## config.mk

```make
export PLATFORM = sky130hd
export DESIGN_NAME = axi_rd_arbiter
export DESIGN_NICKNAME = d
export VERILOG_FILES = /design/src/rtl/axi_rd_arb_pkg.sv /design/src/rtl/axi_rd_arbiter_rr_pick2.sv /design/src/rtl/axi_rd_arbiter.sv
export SDC_FILE = /design/constraint.sdc
export NUM_CORES = 1
export LEC_CHECK = 0
export BUFFER_PORTS_ARGS = -buffer_cell sky130_fd_sc_hd__buf_2
export CORE_AREA = 3 3 103 105
export CTS_BUF_LIST = sky130_fd_sc_hd__clkbuf_16
export DETAILED_ROUTE_END_ITERATION = 10
export DIE_AREA = 0 0 106 108
export PLACE_DENSITY = 0.56
export SETUP_SLACK_MARGIN = 0.4
export SYNTH_ARGS = -nofsm -noshare
export SYNTH_HDL_FRONTEND = slang
export SYNTH_SLANG_ARGS = --single-unit
```

## constraint.sdc

```tcl
create_clock -name clk_i -period 1.3 [get_ports clk_i]
set_input_delay 0.065 -clock clk_i [delete_from_list [all_inputs] [get_ports clk_i]]
set_output_delay 0.065 -clock clk_i [all_outputs]
set_load 0.005 [all_outputs]
```

## src/rtl/axi_rd_arb_pkg.sv

```systemverilog
`default_nettype none
// ============================================================================
// Module   : axi_rd_arb_pkg
// Purpose  : Shared state encoding and AXI constants for the read arbiter.
// Revision : 1.0  initial release
// ============================================================================
package axi_rd_arb_pkg;

  typedef enum logic [1:0] {
    ST_IDLE = 2'd0,
    ST_ADDR = 2'd1,
    ST_DATA = 2'd2
  } arb_state_e;

  localparam logic [1:0] BURST_INCR = 2'd1;
  localparam logic [1:0] RESP_OKAY  = 2'd0;

endpackage
`default_nettype wire

```

## src/rtl/axi_rd_arbiter_rr_pick2.sv

```systemverilog
`default_nettype none
// ============================================================================
// Module   : rr_pick2
// Purpose  : Combinational two-way round-robin picker. When both ports
//            request, the preferred port (prio_i) wins.
// Revision : 1.0  initial release
// ============================================================================
module rr_pick2 (
  input  logic [1:0] req_i,
  input  logic       prio_i,
  output logic       gnt_idx_o,
  output logic       gnt_any_o
);

  // Single requester wins outright; a tie goes to the preferred port
  always_comb begin
    gnt_any_o = |req_i;
    gnt_idx_o = 1'b0;
    unique case (req_i)
      2'b01:   gnt_idx_o = 1'b0;
      2'b10:   gnt_idx_o = 1'b1;
      2'b11:   gnt_idx_o = prio_i;
      default: gnt_idx_o = 1'b0;
    endcase
  end

endmodule
`default_nettype wire

```

## src/rtl/axi_rd_arbiter.sv

```systemverilog
`default_nettype none
// ============================================================================
// Module   : axi_rd_arbiter
// Purpose  : Shares one AXI4 read channel between two burst masters
//            (port 0 icache refill, port 1 dcache/uncached). One outstanding
//            transaction; round-robin grant held from AR handshake to rlast.
// Revision : 1.0  initial release
// ============================================================================
module axi_rd_arbiter
  import axi_rd_arb_pkg::*;
#(
  parameter int ADDR_W = 32,
  parameter int DATA_W = 32,
  parameter int ID_W   = 4
) (
  input  logic              clk_i,
  input  logic              rst_i,
  // port 0
  input  logic              m0_arvalid_i,
  input  logic [ADDR_W-1:0] m0_araddr_i,
  input  logic [ID_W-1:0]   m0_arid_i,
  input  logic [7:0]        m0_arlen_i,
  input  logic [1:0]        m0_arburst_i,
  output logic              m0_arready_o,
  output logic [DATA_W-1:0] m0_rdata_o,
  output logic [1:0]        m0_rresp_o,
  output logic [ID_W-1:0]   m0_rid_o,
  output logic              m0_rlast_o,
  output logic              m0_rvalid_o,
  input  logic              m0_rready_i,
  // port 1
  input  logic              m1_arvalid_i,
  input  logic [ADDR_W-1:0] m1_araddr_i,
  input  logic [ID_W-1:0]   m1_arid_i,
  input  logic [7:0]        m1_arlen_i,
  input  logic [1:0]        m1_arburst_i,
  output logic              m1_arready_o,
  output logic [DATA_W-1:0] m1_rdata_o,
  output logic [1:0]        m1_rresp_o,
  output logic [ID_W-1:0]   m1_rid_o,
  output logic              m1_rlast_o,
  output logic              m1_rvalid_o,
  input  logic              m1_rready_i,
  // downstream
  output logic              s_arvalid_o,
  output logic [ADDR_W-1:0] s_araddr_o,
  output logic [ID_W-1:0]   s_arid_o,
  output logic [7:0]        s_arlen_o,
  output logic [1:0]        s_arburst_o,
  input  logic              s_arready_i,
  input  logic [DATA_W-1:0] s_rdata_i,
  input  logic [1:0]        s_rresp_i,
  input  logic [ID_W-1:0]   s_rid_i,
  input  logic              s_rlast_i,
  input  logic              s_rvalid_i,
  output logic              s_rready_o
);

  arb_state_e state_q, state_d;
  logic       grant_q, grant_d;
  logic       prio_q,  prio_d;

  logic       pick_idx;
  logic       pick_any;
  logic       gnt_arvalid;
  logic       gnt_rready;

  rr_pick2 u_pick (
    .req_i     ({m1_arvalid_i, m0_arvalid_i}),
    .prio_i    (prio_q),
    .gnt_idx_o (pick_idx),
    .gnt_any_o (pick_any)
  );

  assign gnt_arvalid = grant_q ? m1_arvalid_i : m0_arvalid_i;
  assign gnt_rready  = grant_q ? m1_rready_i  : m0_rready_i;

  // State, grant and priority flops; reset takes effect immediately
  always_ff @(posedge clk_i or posedge rst_i) begin
    if (rst_i) begin
      state_q <= ST_IDLE;
      grant_q <= 1'b0;
      prio_q  <= 1'b0;
    end else begin
      state_q <= state_d;
      grant_q <= grant_d;
      prio_q  <= prio_d;
    end
  end

  // Next-state: arbitrate in IDLE, wait for AR handshake, wait for last beat
  always_comb begin
    state_d = state_q;
    grant_d = grant_q;
    prio_d  = prio_q;
    unique case (state_q)
      ST_IDLE: begin
        if (pick_any) begin
          grant_d = pick_idx;
          state_d = ST_ADDR;
        end
      end
      ST_ADDR: begin
        if (gnt_arvalid && s_arready_i) begin
          state_d = ST_DATA;
        end else if (!gnt_arvalid) begin
          // requester withdrew without handshake: abandon, keep priority
          state_d = ST_IDLE;
        end
      end
      ST_DATA: begin
        if (s_rvalid_i && gnt_rready && s_rlast_i) begin
          state_d = ST_IDLE;
          prio_d  = ~grant_q;
        end
      end
      default: state_d = ST_IDLE;
    endcase
  end

  // Output steering: AR path only in ADDR, R path only in DATA, else zeros
  always_comb begin
    s_arvalid_o  = 1'b0;
    s_araddr_o   = '0;
    s_arid_o     = '0;
    s_arlen_o    = '0;
    s_arburst_o  = '0;
    s_rready_o   = 1'b0;
    m0_arready_o = 1'b0;
    m1_arready_o = 1'b0;
    m0_rdata_o   = '0;
    m0_rresp_o   = '0;
    m0_rid_o     = '0;
    m0_rlast_o   = 1'b0;
    m0_rvalid_o  = 1'b0;
    m1_rdata_o   = '0;
    m1_rresp_o   = '0;
    m1_rid_o     = '0;
    m1_rlast_o   = 1'b0;
    m1_rvalid_o  = 1'b0;
    if (state_q == ST_ADDR) begin
      s_arvalid_o = gnt_arvalid;
      if (grant_q) begin
        s_araddr_o   = m1_araddr_i;
        s_arid_o     = m1_arid_i;
        s_arlen_o    = m1_arlen_i;
        s_arburst_o  = m1_arburst_i;
        m1_arready_o = s_arready_i;
      end else begin
        s_araddr_o   = m0_araddr_i;
        s_arid_o     = m0_arid_i;
        s_arlen_o    = m0_arlen_i;
        s_arburst_o  = m0_arburst_i;
        m0_arready_o = s_arready_i;
      end
    end else if (state_q == ST_DATA) begin
      // beats follow the grant, never the returned ID
      s_rready_o = gnt_rready;
      if (grant_q) begin
        m1_rdata_o  = s_rdata_i;
        m1_rresp_o  = s_rresp_i;
        m1_rid_o    = s_rid_i;
        m1_rlast_o  = s_rlast_i;
        m1_rvalid_o = s_rvalid_i;
      end else begin
        m0_rdata_o  = s_rdata_i;
        m0_rresp_o  = s_rresp_i;
        m0_rid_o    = s_rid_i;
        m0_rlast_o  = s_rlast_i;
        m0_rvalid_o = s_rvalid_i;
      end
    end
  end

endmodule
`default_nettype wire

```

==> results_dict.tcl, run 1 <==
set metrics [dict create \
    outcome "finished with violations" \
    violations "negative setup slack" \
    setup_viol 131 \
    clock_latency_ns 0.23 \
    synth_common_cells "and2_1 (80), nor2_1 (56), mux2i_1 (47)" \
    cts_root_buf "clkbuf_16" \
    grt_max_degree 48 \
    setup.worst_path.start_class "flip-flop" \
    layout_min_cycle_time_ns 1.48 \
    synth_most_common_cell "and2_1" \
    nets 631 \
    area_delta_synth_final_pct 129 \
    drc_errors 0 \
    maxSlewViolCount 0 \
    vias 2468 \
    drtIter0Drc 97 \
    place_area_sq_um 3070 \
    cellPowerDensity_nw_per_um2 1620 \
    p_leak_nw 2.11 \
    drt_wl_total_um 8460 \
    yosysTopAreaCell "and2_1" \
    yosysSeqAreaShare_pct 6.64 \
    holdPathStages 2 \
    hold_violations 0 \
    drtPass1Iterations 4 \
    dp_hpwl_um 6540 \
    ys_top_cells_by_area "and2_1 (33%), mux2i_1 (31%), nor2_1 (14%), dfrtp_1 (6.6%), buf_6 (3.0%)" \
    synth-edff-count 0 \
    synth_cell_types 21 \
    gp_congestion 0.754 \
    grt_pass1_wl_um 11600 \
    final_util_pct 35.4 \
    rsz0062_at_grt "true" \
    antenna_cells 0 \
    h-tree-depth 1 \
    die_h_um 108 \
    fin_crit_sh_pct 114 \
    core_area_sq_um 9730 \
    timing.fmax_mhz 674 \
    r2r_cells 4 \
    syn_avg_cell_area_sq_um 6.85 \
    routedWlPerCell_um 13.6 \
    maxSlewHeadroom_pct 85.6 \
    io_buffers 268 \
    drv_cap 0 \
    min_from "m0_arvalid_i" \
    clkSinkCount 4 \
    worstMarginPinSlew_ns 0.216 \
    clk_pin_slew_ns 0.03 \
    finalWorstSetupSlack_ns -0.184 \
    cts_made_buffers 3 \
    ys_ff_latch 4 \
    layout-drive-gt1-share_pct 69.2 \
    synth_fp_nets 359 \
    skew_ns 0.00437 \
    dieArea_sq_um 11400 \
    reg2reg_from "grant_q" \
    initial_core_util_pct 15.5 \
    critPathKind "flip-flop to primary output" \
    r2r_end "prio_q" \
    ios 269 \
    hold_end "grant_q" \
    fin_area_sq_um 3440 \
    grt_use_total_pct 12.2 \
    fin_tns_setup_ns -15.03 \
    clockBufferDepth 2 \
    netlist_instances 220 \
    ys_dominant_reg_cell "dfrtp_1" \
    fillerInstances 1045 \
    hp-class "input pin to flip-flop" \
    critPathArrivalTime_ns 1.42 \
    die_w_um 106 \
    ant_nets 0 \
    rrSetupSlack_ns -0.09 \
    rows 36 \
    yosys.area.top_type_share_pct 33.2 \
    viasPerCell 3.96 \
    synth_warnings 0 \
    cp_max_fo 7 \
    grt_pass1_vias 2357 \
    async_reset_ff_share_pct 100 \
    critPathCaptureType "primary output" \
    synthesis.area_sq_um 1510 \
    cts_tree "done" \
    antenna_found_initial 0 \
    grt_overflow 0 \
    ir_worst_vdd_mv 0.764 \
    required_ns 1.24 \
]
==> logic make-up (layout without fill, tap and decap cells) <==
family / count (synthesis) / count (layout) / synth area share [%]
simple gates: 142 / 142 / 50.2
mux: 49 / 49 / 32.9
buf+inv: 21 / 292 / 8.55
compound gates: 4 / 4 / 1.74
flops: 4 / 4 / 6.64
==> critical path: stages, from the launching register on <==
cell,delay [ns]
dfrtp_2,0.47
buf_12,0.17
clkbuf_16,0.16
mux2i_2,0.22
nor2_2,0.05
buf_2,0.12
==> repair_timing <==
action	4_1_cts	5_1_grt
buffers inserted	3	4
gates cloned	2	3
hold buffers	1	0
setup endpoints to repair	134	134
gates resized for setup	6	19
pin swaps	1	10
endpoints found under the hold margin	4	0
==> power by group <==
part	switching, mW	internal (mW)
combinational	2.24	2.57
sequential	0.100	0.192
clock	0.0909	0.397
total	2.43	3.16
==> registers in the layout, summed over array words and instances, names as in the netlist <==
signal	count
state_q	2
grant_q	1
prio_q	1
==> stage by stage <==
stage               total power, mW  worst slack [ns]  std cells  hold slack, ns
CTS                            5.03            -0.160        617          0.0873
detailed placement             4.12          -0.00444        607         -0.0402
floorplan                      2.83             0.111        220          -0.169
finish                         5.59            -0.184        624           0.103
global route                   6.02            -0.236        624           0.104
global placement               4.05            0.0303        607         -0.0372
==> layout make-up <==
type	count	area (sq um)	share of cell area (%)
multi-input combinational	195	1440	41.8
tap	133	166	4.83
inverter	2	7.51	0.218
timing repair buffer	286	1650	47.9
sequential	4	103	2.98
clock buffer	3	75.1	2.18
clock inverter	1	3.75	0.109
==> how the worst max path moves through the flow <==
stage / start / to / slack, ns / cells after the start
after floorplan: grant_q / prio_q / 0.11 / 4
after global placement: grant_q / s_arlen_o[5] / 0.03 / 4
after detailed placement: grant_q / s_arlen_o[5] / -0.004 / 4
after CTS: grant_q / s_araddr_o[23] / -0.16 / 5
after global routing: grant_q / s_araddr_o[23] / -0.24 / 5
final: grant_q / s_araddr_o[4] / -0.18 / 5
==> placed cells by master, fill, tap and decap left out, drive strengths merged <==
cell type,Yosys,final
nand2b,2,2
dlygate4sd3,0,1
o22a,1,1
mux2,1,1
o22ai,1,1
buf,10,282
a21oi,1,1
nand3b,1,1
inv,2,3
dfrtp,4,4
and2,80,80
nand2,2,2
clkbuf,9,6
nor2,56,56
mux2i,48,48
a31oi,1,1
nor3,1,1
==> metal layers <==
metal  track usage [%]  wire (um)  up-vias
li1                  -          -     1245
met1              13.8       3130     1091
met2              23.7       4590      120
met3              2.39        617       12
met4              2.68        125        0
met5                 0          0        -
(Power assumes the default switching activity.)
==> inputs of run 2 (changes only) <==
Settings changed: ABC_AREA set to 1, PLACE_DENSITY 0.56 to 0.55.
==> run 2 against run 1 <==
The run still ends with negative setup slack left. Synthesized cell count grew 47%. Largest cell class unchanged. Clock skew shrank 0.0029 ns. Setup slack gained 0.084 ns. Count of clock-buffer cells in the layout is the same. Wire length grew 12%. Cell area grew 4.2%. Power shrank 3.5%. Highest routed layer unchanged. Critical endpoint is now s_araddr_o[5].
==> results_dict.tcl, run 2 <==
set metrics [dict create \
    outcome "finished with violations" \
    violations "negative setup slack" \
    area_delta_synth_final_pct 148 \
    seqPwrFrac_pct 4.7 \
    cellPowerDensity_nw_per_um2 1500 \
    fin_crit_sh_pct 108 \
    syn_avg_cell_area_sq_um 4.49 \
    cp_max_fo 21 \
    grt_max_degree 42 \
    power_frac_comb_pct 86.3 \
    ant_nets 0 \
    synth-edff-count 0 \
    grt_pass1_wl_um 12600 \
    cts_root_buf "clkbuf_16" \
    yosysSeqAreaShare_pct 6.91 \
    place_area_sq_um 3090 \
    hp-class "input pin to flip-flop" \
    regMostFlops "state_q" \
    nets 738 \
    required_ns 1.24 \
    h-tree-depth 1 \
    intPower_mw 2.77 \
    p_leak_nw 2.34 \
    synthesis.area_sq_um 1450 \
    ir_worst_vdd_mv 1.08 \
    skew_ns 0.00147 \
    synth_warnings 0 \
    maxSlewHeadroom_pct 87.4 \
    netlist_instances 323 \
    timing.fmax_mhz 714 \
    cts_made_buffers 3 \
    clkSinkCount 4 \
    largest_reg_flops 2 \
    placedCellCount 708 \
    total_power_mw 5.40 \
    async_reset_ff_share_pct 100 \
    antenna_cells 0 \
    layout-drive-gt1-share_pct 62.9 \
    maxSlewViolCount 0 \
    hold_violations 0 \
    drt_wl_total_um 9430 \
    critPathArrivalTime_ns 1.34 \
    gp_congestion 0.738 \
    final_common_cell "buf_2" \
    drtPass1Iterations 4 \
    initial_core_util_pct 14.9 \
    top_regs "state_q: 2 flops, grant_q: 1 flops, prio_q: 1 flops" \
    grt_overflow 0 \
    grt_use_total_pct 13.2 \
    yosys.area.top_type_share_pct 27.5 \
    clockBufferDepth 2 \
    fin_area_sq_um 3590 \
    viasPerCell 4.05 \
    drc_errors 0 \
    synth_common_cells "nand2_1 (106), nor2_1 (80), a21oi_1 (47), inv_1 (47), buf_2 (13)" \
    dieArea_sq_um 11400 \
    layout_common_cells "buf_2 (268), nand2_1 (89), nor2_1 (58), inv_1 (46), a21oi_2 (29)" \
    cts_tree "done" \
    critPathCaptureType "primary output" \
    die_h_um 108 \
    clk_pin_slew_ns 0.03 \
    vias 2964 \
    switchingPower_mw 2.63 \
    instances_no_fill 731 \
    drtIter0Drc 207 \
    layout_min_cycle_time_ns 1.40 \
    synth_cell_types 17 \
    rows 36 \
    yosysTopAreaCell "nand2_1" \
    setup_viol 130 \
    ios 269 \
    clockPowerShare_pct 9.0 \
    ys_dominant_reg_cell "dfrtp_1" \
    clock_latency_ns 0.23 \
    finalWorstSetupSlack_ns -0.101 \
    ys_ff_latch 4 \
    die_w_um 106 \
    setup.worst_path.start_class "flip-flop" \
    io_buffers 268 \
    synth_fp_nets 462 \
    rsz0062_at_grt "true" \
    ys_top_cells_by_area "nand2_1 (27%), nor2_1 (21%), a21oi_1 (16%), inv_1 (12%), dfrtp_1 (6.9%)" \
    grt_pass1_vias 2729 \
    core_area_sq_um 9730 \
    worstMarginPinSlew_ns 0.188 \
    routedWlPerCell_um 12.9 \
    critPathKind "flip-flop to primary output" \
    antenna_found_initial 0 \
    dp_hpwl_um 6610 \
    drv_cap 0 \
    synth_most_common_cell "nand2_1" \
    p_sw_share_pct 48.6 \
]
run 2: cell count changes in the layout (fill, tap and decap cells not counted), moves of 17 or more:
cell     previous run  this run
a21oi_2             0        29
inv_1               2        46
nand2_1             2        89
nor2_1             19        58
and2_1             80         1
a21oi_1             1        18
mux2i_1            39         0
run 2: worst paths after layout:
kind	from	to	slack, ns	cells after the start
max	state_q[0]	s_araddr_o[5]	-0.10	5
min	s_arready_i	state_q[1]	0.11	3
max reg2reg	state_q[1]	prio_q	0.04	8
min reg2reg	prio_q	prio_q	0.50	2
max in group asynchronous	rst_i	state_q[0]	0.86	3
min in group asynchronous	rst_i	state_q[1]	0.28	3
run 2: cell type report:
type / instances / area (sq um)
timing repair buffer: 295 / 1790
multi-input combinational: 247 / 1260
fill: 1071 / 6140
clock inverter: 1 / 3.75
inverter: 48 / 185
sequential: 4 / 103
clock buffer: 3 / 75.1
tap: 133 / 166
run 2: stage by stage:
step	setup slack (ns)	hold WS [ns]	TNS, ns	util, %
global placement	0.105	-0.0502	0	31.8
global route	-0.150	0.143	-15.72	36.9
floorplan	0.279	-0.169	0	-
detailed placement	0.0814	-0.0440	0	31.8
finish	-0.101	0.109	-7.39	36.9
CTS	-0.112	0.109	-9.83	34.8
run 2: timing repair:
item,CTS,global route
setup buffers,5,3
pin swaps,2,6
gates resized for setup,22,23
hold endpoints to repair,4,0
hold buffers,1,0
setup endpoints to repair,134,134
cloned,4,6
run 2: cells by family (layout without fill, tap and decap cells):
group                  after synthesis  in the layout  share of synthesized area [%]
AND/OR/NAND/NOR                    196            196                           52.3
flip-flops                           4              4                           6.91
AO/OA/AOI/OAI                       51             51                           17.6
buffers and inverters               72            347                           23.1
run 2: per-layer routing:
| layer | wire (um) | vias up | GRT usage [%] |
|---|---|---|---|
| met5 | 0 | - | 0 |
| met4 | 84 | 0 | 2.68 |
| met3 | 751 | 8 | 1.97 |
| met2 | 4970 | 163 | 27.3 |
| met1 | 3620 | 1282 | 14.0 |
| li1 | - | 1511 | - |
run 2: critical path, stage by stage, from the launching register on:
cell and delay (ns):
dfrtp_2 0.42, buf_4 0.15, nand2_4 0.15, buf_12 0.19
a21oi_1 0.07, buf_2 0.13
run 2: power groups by stage:
stage          clock (mW)  sequential (mW)  combinational [mW]
2_1_floorplan           0            0.220                2.19
3_3_place_gp            0            0.261                3.54
3_5_place_dp            0            0.261                3.56
4_1_cts             0.497            0.260                4.11
5_1_grt             0.513            0.263                5.08
6_report            0.488            0.254                4.66
==> inputs of run 3 (changes only) <==
--- a/config.mk
+++ b/config.mk
@@ -9,7 +9,7 @@
 export BUFFER_PORTS_ARGS = -buffer_cell sky130_fd_sc_hd__buf_2
-export CORE_AREA = 3 3 103 105
+export CORE_AREA = 3 3 104 106
 export CTS_BUF_LIST = sky130_fd_sc_hd__clkbuf_16
 export DETAILED_ROUTE_END_ITERATION = 10
-export DIE_AREA = 0 0 106 108
-export PLACE_DENSITY = 0.55
+export DIE_AREA = 0 0 107 109
+export PLACE_DENSITY = 0.53
 export SETUP_SLACK_MARGIN = 0.4
==> constraint.sdc (replaced) <==
create_clock -name clk_i -period 1.6 [get_ports clk_i]
set_input_delay 0.16 -clock clk_i [delete_from_list [all_inputs] [get_ports clk_i]]
set_output_delay 0.16 -clock clk_i [all_outputs]
set_load 0.005 [all_outputs]
==> run 3 against run 2 <==
The flow now finishes without violations. Power grew 4.8%. Clock power shrank 17%. Global-route usage grew 2.9 points. Utilization grew 6.4 points. Critical path depth is the same. Clock skew grew 0.0037 ns. Setup slack gained 0.12 ns. Via count grew 7.6%. Sequential power shrank 18%. Flip-flop and latch count is the same. Wire length grew 22%. Highest routed layer is now met5.
==> results_dict.tcl, run 3 (synthesized netlist as in run 2, its figures left out) <==
set metrics [dict create \
    drtIter0Drc 185 \
    clk_pin_slew_ns 0.03 \
    layout-drive-gt1-share_pct 71.0 \
    setup_viol 0 \
    fillerInstances 990 \
    fin_tns_setup_ns 0 \
    maxSlewViolCount 0 \
    required_ns 1.44 \
    drc_errors 0 \
    antenna_found_initial 1 \
    dieArea_sq_um 11700 \
    cp_max_fo 40 \
    worstMarginPinSlew_ns 0.286 \
    timing.fmax_mhz 632 \
    cts_made_buffers 3 \
    antenna_cells 0 \
    critPathKind "flip-flop to primary output" \
    hold_violations 0 \
    gp_congestion 0.795 \
    cts_root_buf "clkbuf_16" \
    maxSlewHeadroom_pct 80.7 \
    clockBufferDepth 2 \
    reg2reg_from "grant_q" \
    multiInputGateArea_sq_um 1590 \
    routedWlPerCell_um 15.5 \
    vias 3190 \
    setup.worst_path.start_class "flip-flop" \
    dp_hpwl_um 6960 \
    viasPerCell 4.29 \
    hp-class "input pin to flip-flop" \
    final_common_cell "buf_2" \
    grt_pass1_vias 2884 \
    grt_max_degree 41 \
    placedCellCount 705 \
    r2r_cells 6 \
    instances_no_fill 744 \
    h-tree-depth 1 \
    clkSinkCount 4 \
    hold_end "state_q[1]" \
    min_from "s_arready_i" \
    p_leak_nw 2.57 \
    nets 751 \
    ant_nets 0 \
    critPathCaptureType "primary output" \
    largest_reg_flops 2 \
    seq_area_sq_um 103 \
    drt_wl_total_um 11500 \
    critPathArrivalTime_ns 1.42 \
    die_h_um 109 \
    critPathLaunch "state_q[0]" \
    grt_pass1_wl_um 14500 \
    rrSetupSlack_ns 0.35 \
    layout_common_cells "buf_2 (266), nand2_1 (69), inv_1 (46), nor2_1 (43), a21oi_2 (36)" \
    drtPass1Iterations 4 \
    initial_core_util_pct 14.7 \
    top_regs "state_q: 2 flops, grant_q: 1 flops, prio_q: 1 flops" \
    drv_cap 0 \
    ir_worst_vdd_mv 0.817 \
    r2r_end "grant_q" \
    cellPowerDensity_nw_per_um2 1330 \
    holdPathStages 3 \
    regMostFlops "state_q" \
    fin_crit_sh_pct 98.8 \
    ios 269 \
    skew_ns 0.00520 \
    clock_latency_ns 0.23 \
    area_delta_synth_final_pct 195 \
    rows 36 \
    rsz0062_at_grt "true" \
    cts_tree "done" \
    layout_min_cycle_time_ns 1.58 \
    io_buffers 268 \
    outcome "finished, final reports clean" \
    core_area_sq_um 9860 \
    die_w_um 107 \
    grt_use_total_pct 16.1 \
    grt_overflow 0 \
]
run 3: changes by cell type in the layout (fill, tap and decap cells not counted), sizes merged:
cell    before  now
buf        290  300
bufbuf       0    1
clkbuf       7    9
run 3: what timing repair did:
| item | in CTS | in global routing |
|---|---|---|
| endpoints found under the setup margin | 132 | 133 |
| endpoints found under the hold margin | 4 | 0 |
| buffers inserted | 12 | 3 |
| pin swaps | 9 | 24 |
| gates cloned | 12 | 7 |
| hold buffers | 1 | 0 |
| resized for setup | 41 | 144 |
run 3: how the worst max path moves through the flow:
stage,slack [ns],endpoint
6_report,0.02,m0_rdata_o[5]
5_1_grt,-0.02,s_arlen_o[2]
4_1_cts,0.03,s_araddr_o[30]
3_5_place_dp,0.21,s_arburst_o[0]
3_3_place_gp,0.24,s_araddr_o[23]
2_1_floorplan,0.45,s_araddr_o[14]
run 3: layout make-up:
cell class | instances | area share, %
Clock buffer | 3 | 1.76
Clock inverter | 1 | 0.0880
Inverter | 48 | 4.34
Multi-Input combinational cell | 247 | 37.3
Sequential cell | 4 | 2.40
Tap cell | 133 | 3.90
Timing Repair Buffer | 308 | 50.2
run 3: layer usage:
layer  global-route usage (%)  up-vias  routed length [um]
met2                     33.0      176                6340
met5                        0        -                  20
met1                     17.3     1458                4220
met3                     2.55        9                 890
met4                     2.74        2                  72
li1                         -     1545                   -
run 3: per-stage QoR:
| step | hold slack [ns] | util [%] | power, mW | setup WS, ns | area (sq um) |
|---|---|---|---|---|---|
| finish | 0.180 | 43.3 | 5.66 | 0.0188 | 4270 |
| global placement | 0.0470 | 29.4 | 2.79 | 0.235 | 2900 |
| global route | 0.227 | 43.3 | 6.02 | -0.0208 | 4270 |
| floorplan | -0.0739 | - | 1.65 | 0.449 | 1450 |
| CTS | 0.189 | 36.3 | 4.67 | 0.0286 | 3580 |
| detailed placement | 0.0501 | 29.4 | 2.81 | 0.209 | 2900 |
run 3: report_power, final:
part	total, mW	internal, mW	switching [mW]	leakage (nW)
sequential	0.208	0.154	0.0548	0.0487
clock	0.403	0.323	0.0794	0.0423
combinational	5.04	2.51	2.54	2.48
run 3: critical path, cell delays in order (launching register included):
cell and delay [ns]:
dfrtp_2 0.43, nor2_4 0.22, nand2_2 0.09, buf_12 0.18, nor2_1 0.12, buf_2 0.13
